==> src/rtl/mem_ctrl_pkg.sv <==
// Shared encodings for the byte-sequencing memory controller: FSM states,
// data access sizes and the default IO region selector.
package mem_ctrl_pkg;

  typedef enum logic [1:0] {
    IDLE  = 2'd0,
    IF_RD = 2'd1,
    DC_RD = 2'd2,
    DC_WR = 2'd3
  } state_e;

  localparam logic [1:0] SZ_B = 2'd0;
  localparam logic [1:0] SZ_H = 2'd1;
  localparam logic [1:0] SZ_W = 2'd2;

  localparam logic [1:0] IO_SEL_DEFAULT = 2'b11;

  // Size code 3 is folded into a full word.
  function automatic logic [2:0] size_bytes(input logic [1:0] sz);
    case (sz)
      SZ_B:    size_bytes = 3'd1;
      SZ_H:    size_bytes = 3'd2;
      default: size_bytes = 3'd4;
    endcase
  endfunction

endpackage

==> src/rtl/mem_ctrl.sv <==
// Word-level memory controller: serialises one dcache or icache request into
// consecutive byte accesses on a byte-wide RAM port, dcache first.
module mem_ctrl
  import mem_ctrl_pkg::*;
#(
  parameter logic [1:0] IO_SEL = IO_SEL_DEFAULT
) (
  input  logic        clk_in,
  input  logic        rst_in,
  input  logic        rdy_in,
  input  logic        if_req,
  input  logic [31:0] if_addr,
  output logic        if_done,
  output logic [31:0] if_data,
  input  logic        flush_in,
  input  logic        dc_req,
  input  logic        dc_wr,
  input  logic [1:0]  dc_size,
  input  logic [31:0] dc_addr,
  input  logic [31:0] dc_wdata,
  output logic        dc_done,
  output logic [31:0] dc_rdata,
  input  logic [7:0]  mem_din,
  output logic [7:0]  mem_dout,
  output logic [31:0] mem_a,
  output logic        mem_wr,
  input  logic        io_buffer_full,
  output logic [1:0]  dbg_state_o
);

  // Request side: a req is held until its done pulse; acceptance happens at an
  // edge in IDLE when req is high and that port's done is low. Done is a
  // single-cycle strobe with its data valid in the same cycle.

  state_e      state_q;
  logic [2:0]  cnt_q;
  logic [2:0]  n_q;
  logic [31:0] addr_q;
  logic [31:0] wdata_q;
  logic        io_q;
  logic [31:0] asm_q;
  logic        if_done_q;
  logic        dc_done_q;
  logic [31:0] if_data_q;
  logic [31:0] dc_rdata_q;
  logic [31:0] mem_a_q;
  logic [7:0]  mem_dout_q;
  logic        mem_wr_q;

  logic [2:0]  rd_next;
  logic [2:0]  wr_next;
  logic [1:0]  cap_idx;
  logic [31:0] asm_d;
  logic        rd_last;
  logic        wr_last;
  logic        dc_io_new;
  logic        wr_stall;

  // For reads, cnt is the number of edges since acceptance; the byte landing
  // on mem_din now was issued two edges ago, i.e. index cnt-1.
  always_comb begin
    rd_next   = cnt_q + 3'd1;
    wr_next   = mem_wr_q ? cnt_q + 3'd1 : cnt_q;
    cap_idx   = 2'(cnt_q - 3'd1);
    asm_d     = asm_q;
    asm_d[{cap_idx, 3'b000} +: 8] = mem_din;
    rd_last   = (cnt_q == n_q);
    wr_last   = (wr_next == n_q);
    dc_io_new = (dc_addr[17:16] == IO_SEL);
    wr_stall  = io_q & io_buffer_full;
  end

  always_ff @(posedge clk_in or negedge rst_in) begin
    if (!rst_in) begin
      state_q    <= IDLE;
      cnt_q      <= 3'd0;
      n_q        <= 3'd0;
      addr_q     <= 32'd0;
      wdata_q    <= 32'd0;
      io_q       <= 1'b0;
      asm_q      <= 32'd0;
      if_done_q  <= 1'b0;
      dc_done_q  <= 1'b0;
      if_data_q  <= 32'd0;
      dc_rdata_q <= 32'd0;
      mem_a_q    <= 32'd0;
      mem_dout_q <= 8'd0;
      mem_wr_q   <= 1'b0;
    end else if (rdy_in) begin
      if_done_q <= 1'b0;
      dc_done_q <= 1'b0;
      case (state_q)
        IDLE: begin
          cnt_q      <= 3'd0;
          mem_wr_q   <= 1'b0;
          mem_a_q    <= 32'd0;
          mem_dout_q <= 8'd0;
          if (dc_req && !dc_done_q) begin
            addr_q  <= dc_addr;
            wdata_q <= dc_wdata;
            n_q     <= size_bytes(dc_size);
            io_q    <= dc_io_new;
            asm_q   <= 32'd0;
            mem_a_q <= dc_addr;
            if (dc_wr) begin
              state_q    <= DC_WR;
              mem_dout_q <= dc_wdata[7:0];
              mem_wr_q   <= !(dc_io_new && io_buffer_full);
            end else begin
              state_q <= DC_RD;
            end
          end else if (if_req && !if_done_q && !flush_in) begin
            addr_q  <= if_addr;
            n_q     <= 3'd4;
            io_q    <= 1'b0;
            asm_q   <= 32'd0;
            mem_a_q <= if_addr;
            state_q <= IF_RD;
          end
        end

        IF_RD, DC_RD: begin
          if (state_q == IF_RD && flush_in) begin
            state_q <= IDLE;
            cnt_q   <= 3'd0;
            mem_a_q <= 32'd0;
          end else if (rd_last) begin
            state_q <= IDLE;
            cnt_q   <= 3'd0;
            mem_a_q <= 32'd0;
            asm_q   <= asm_d;
            if (state_q == IF_RD) begin
              if_done_q <= 1'b1;
              if_data_q <= asm_d;
            end else begin
              dc_done_q  <= 1'b1;
              dc_rdata_q <= asm_d;
            end
          end else begin
            cnt_q <= rd_next;
            if (cnt_q != 3'd0) asm_q <= asm_d;
            if (rd_next < n_q) mem_a_q <= addr_q + {29'd0, rd_next};
          end
        end

        DC_WR: begin
          // A stalled cycle leaves mem_wr low, so the same byte is re-presented.
          if (wr_last) begin
            state_q    <= IDLE;
            cnt_q      <= 3'd0;
            mem_wr_q   <= 1'b0;
            mem_a_q    <= 32'd0;
            mem_dout_q <= 8'd0;
            dc_done_q  <= 1'b1;
          end else begin
            cnt_q      <= wr_next;
            mem_a_q    <= addr_q + {29'd0, wr_next};
            mem_dout_q <= wdata_q[{wr_next[1:0], 3'b000} +: 8];
            mem_wr_q   <= !wr_stall;
          end
        end

        default: state_q <= IDLE;
      endcase
    end
  end

  assign if_done     = if_done_q;
  assign if_data     = if_data_q;
  assign dc_done     = dc_done_q;
  assign dc_rdata    = dc_rdata_q;
  assign mem_a       = mem_a_q;
  assign mem_dout    = mem_dout_q;
  // Gated so a frozen cycle never repeats a RAM write.
  assign mem_wr      = mem_wr_q & rdy_in;
  assign dbg_state_o = state_q;

endmodule

==> config.mk <==
export PLATFORM = sky130hd
export DESIGN_NAME = mem_ctrl
export DESIGN_NICKNAME = d
export VERILOG_FILES = /design/src/rtl/mem_ctrl_pkg.sv /design/src/rtl/mem_ctrl.sv
export SDC_FILE = /design/constraint.sdc
export NUM_CORES = 1
export LEC_CHECK = 0
export CAP_MARGIN = 0
export CORE_UTILIZATION = 35
export CTS_BUF_LIST = sky130_fd_sc_hd__clkbuf_2 sky130_fd_sc_hd__clkbuf_4 sky130_fd_sc_hd__clkbuf_8
export DETAILED_ROUTE_END_ITERATION = 7
export GPL_ROUTABILITY_DRIVEN = 0
export PLACE_DENSITY = 0.61
export SLEW_MARGIN = 0
export SYNTH_ARGS = -nofsm -noshare
export SYNTH_HDL_FRONTEND = slang
export SYNTH_SLANG_ARGS = --single-unit
==> constraint.sdc <==
create_clock -name clk_in -period 4.85 [get_ports clk_in]
set_input_delay 0.485 -clock clk_in [delete_from_list [all_inputs] [get_ports clk_in]]
set_output_delay 0.485 -clock clk_in [all_outputs]
set_load 0.1 [all_outputs]
==> impl_metrics.toml <==
[run_status]
status = "complete, but fails checks"
violations = "negative hold slack"

[clock_tree]
clk_pin_slew_ps = 60
root_buffer = "clkbuf_8"
cts_setup_buffers = 0
cts_tree = "built"
clk_latency_ps = 570
htreeDepth = 2
cts_buffers = 41
clock_path_buffers = 3
cts.sinks = 212
cts_hold_buffers = 0
cts_resized = 0

[global_route]
grt_use_total_pct = 21.1
gr-total-overflow = 0
grt_pass1_vias = 9955
grt_pass1_wl_um = 55800
antenna_found_initial = 1
grt_max_degree = 113

[timing]
clock_skew_ps = 48.1
slew_headroom_pct = 20.6
slew_violations = 0
whs_ps = -23.4
min_period_ps = 4080
setup_tns_ps = 0
setup_viol = 0
worstMarginPinSlew_ps = 1190
rsz0062_at_grt = "false"
fin_crit_sh_pct = 84.0
fmax_mhz = 245
hold_violations = 4

[synthesis]
syn_area_um2 = 11400
ys_warn_count = 0
synth-edff-count = 0
postSynthAreaPerCell_um2 = 9.17
synthDistinctLibCells = 75
synth-seq-cells = 212
syn-num-nets = 1383
yosysSeqAreaShare_pct = 46.4
ys_async_sr_fraction_pct = 100
synth_top_flop_cell = "dfrtp_1"
syn_inst = 1246

[finish]
diodes = 0
instances_no_fill = 1905
num-nets-final = 1577
nFillCells = 3089
layout_common_cells = "clkdlybuf4s50_1 (221), dfrtp_1 (212), nand2_1 (211)"
final_common_cell = "clkdlybuf4s50_1"
drive_gt1_share_pct = 11.0
synthToLayoutAreaGrowth_pct = 30.6

[detailed_routing]
dr_total_vias = 10368
dr.pass1.iters = 5
vias_per_cell = 5.44
drt-initial-drc-count = 841
totalWireLength_um = 35100
postRouteAntennaNets = 0
drc = 0
post_drt_wl_per_cell_um = 18.4

[critical_path]
cp-end-kind = "flop"
cp.arrival_ps = 4550
critPathKind = "flop to flop"
cp_max_fo = 13
critical_path_required_ps = 5330
start_kind = "flop"

[worst_hold_path]
hp-class = "input pin to asynchronous set/reset pin"

[floorplan]
die_w_um = 183
coreArea_um2 = 31900
rows = 65
dieArea_um2 = 33400
start_util_pct = 35.9
die_y_um = 183
ios = 223

[power_and_ir_drop]
p_per_area_nw_per_um2 = 828
design_power_total_uw = 12400
p_leak_uw = 0.00607
peakVddDrop_uv = 556

[placed_design]
placed_cells = 1832
port_buffers = 222
dp_hpwl_um = 24600

[run]
cap_violations = 0
synthesized netlist by cell type, types with 5 or more instances:
master    count  share of area [%]
nand4_1      11               0.60
clkbuf_1     59                1.9
o21ai_0      77                3.4
buf_2        25                1.1
a21oi_1      93                4.1
a31oi_1      42                2.3
a22o_1       35                2.7
nand2_1     211                6.9
nor3_1       18               0.79
nor2b_1      34                1.9
o21bai_1     28                1.8
nor2_1      105                3.4
o31ai_1      13               0.85
a211oi_1     11               0.72
and2_1        7               0.38
mux4_2        8                1.6
mux2_2       33                3.3
and3_1        5               0.27
o22ai_1      11               0.60
a22oi_1      20                1.3
mux2i_1       7               0.61
nor4_1        5               0.27
a221oi_1      9               0.69
dfrtp_1     212                 46
nand3_1      31                1.4
ha_1         21                2.3
inv_1        21               0.69
final timing paths:
check / from / to / slack, ps / cells after the start
setup / recovery: cnt_q[0] / mem_a[16] / 770 / 11
hold / removal: rst_in / addr_q[30] / -20 / 1
setup reg to reg: cnt_q[0] / mem_a[16] / 770 / 11
hold reg to reg: mem_a[1] / mem_a[1] / 470 / 2
max in group asynchronous: rst_in / asm_q[8] / 3740 / 2
min in group clk_in: mem_a[1] / mem_a[1] / 470 / 2
kinds of logic (layout without fill, tap and decap cells):
logic type | after synthesis | after routing | share of synthesized area (%)
compound gates | 388 | 388 | 22.4
xor+xnor | 10 | 10 | 0.952
fa+ha+maj | 23 | 23 | 2.65
buf+inv | 116 | 340 | 4.35
flops | 212 | 212 | 46.4
mux | 48 | 48 | 5.44
simple gates | 449 | 449 | 17.8
layer usage:
layer  share of wire [%]  vias up  track usage [%]  routed length (um)
li1                    -     4886                -                   -
met1                  45     5001             29.1               15800
met2                  45      410             32.5               15800
met3                 7.7       71             5.07                2690
met4                 2.4        0             6.66                 858
met5                   0        -                0                   0
per-stage QoR:
stage	area, um^2	setup WS (ps)	utilization [%]
6_report	14900	774	46.8
3_5_place_dp	14000	841	43.9
4_1_cts	14900	822	46.8
3_3_place_gp	14000	1050	43.9
2_1_floorplan	11400	1420	-
5_1_grt	14900	532	46.8
worst max-delay path, stage by stage (launching register included):
cell and delay (ps):
dfrtp_1 680, inv_1 190, ha_1 550, mux2i_2 110, buf_4 210, fa_1 440
nor2b_1 230, o21ai_1 230, nor3_1 630, a22oi_1 220, or3_1 350, a31oi_1 170
flip-flops by register name, summed over array words and instances (netlist names), 2 cells and up:
name,flops
dbg_state_o,2
dc_rdata,32
asm_q,32
mem_dout,8
mem_a,32
wdata_q,32
if_data,32
addr_q,32
cnt_q,3
n_q,3
power breakdown:
group | total [uW] | internal [uW] | switching [uW] | leakage [uW]
clock network | 1950 | 1150 | 793 | 0.000490
registers | 3230 | 2540 | 690 | 0.00261
logic | 7190 | 2170 | 5020 | 0.00296
cell type report:
cell class / count / area (um^2) / share of cell area [%]
multi-input combinational: 918 / 5670 / 38.0
tap: 435 / 544 / 3.65
inverter: 23 / 86.3 / 0.578
clock inverter: 9 / 80.1 / 0.536
clock buffer: 64 / 837 / 5.61
sequential: 212 / 5310 / 35.5
timing repair buffer: 244 / 2400 / 16.1
(Power assumes the default switching activity.)
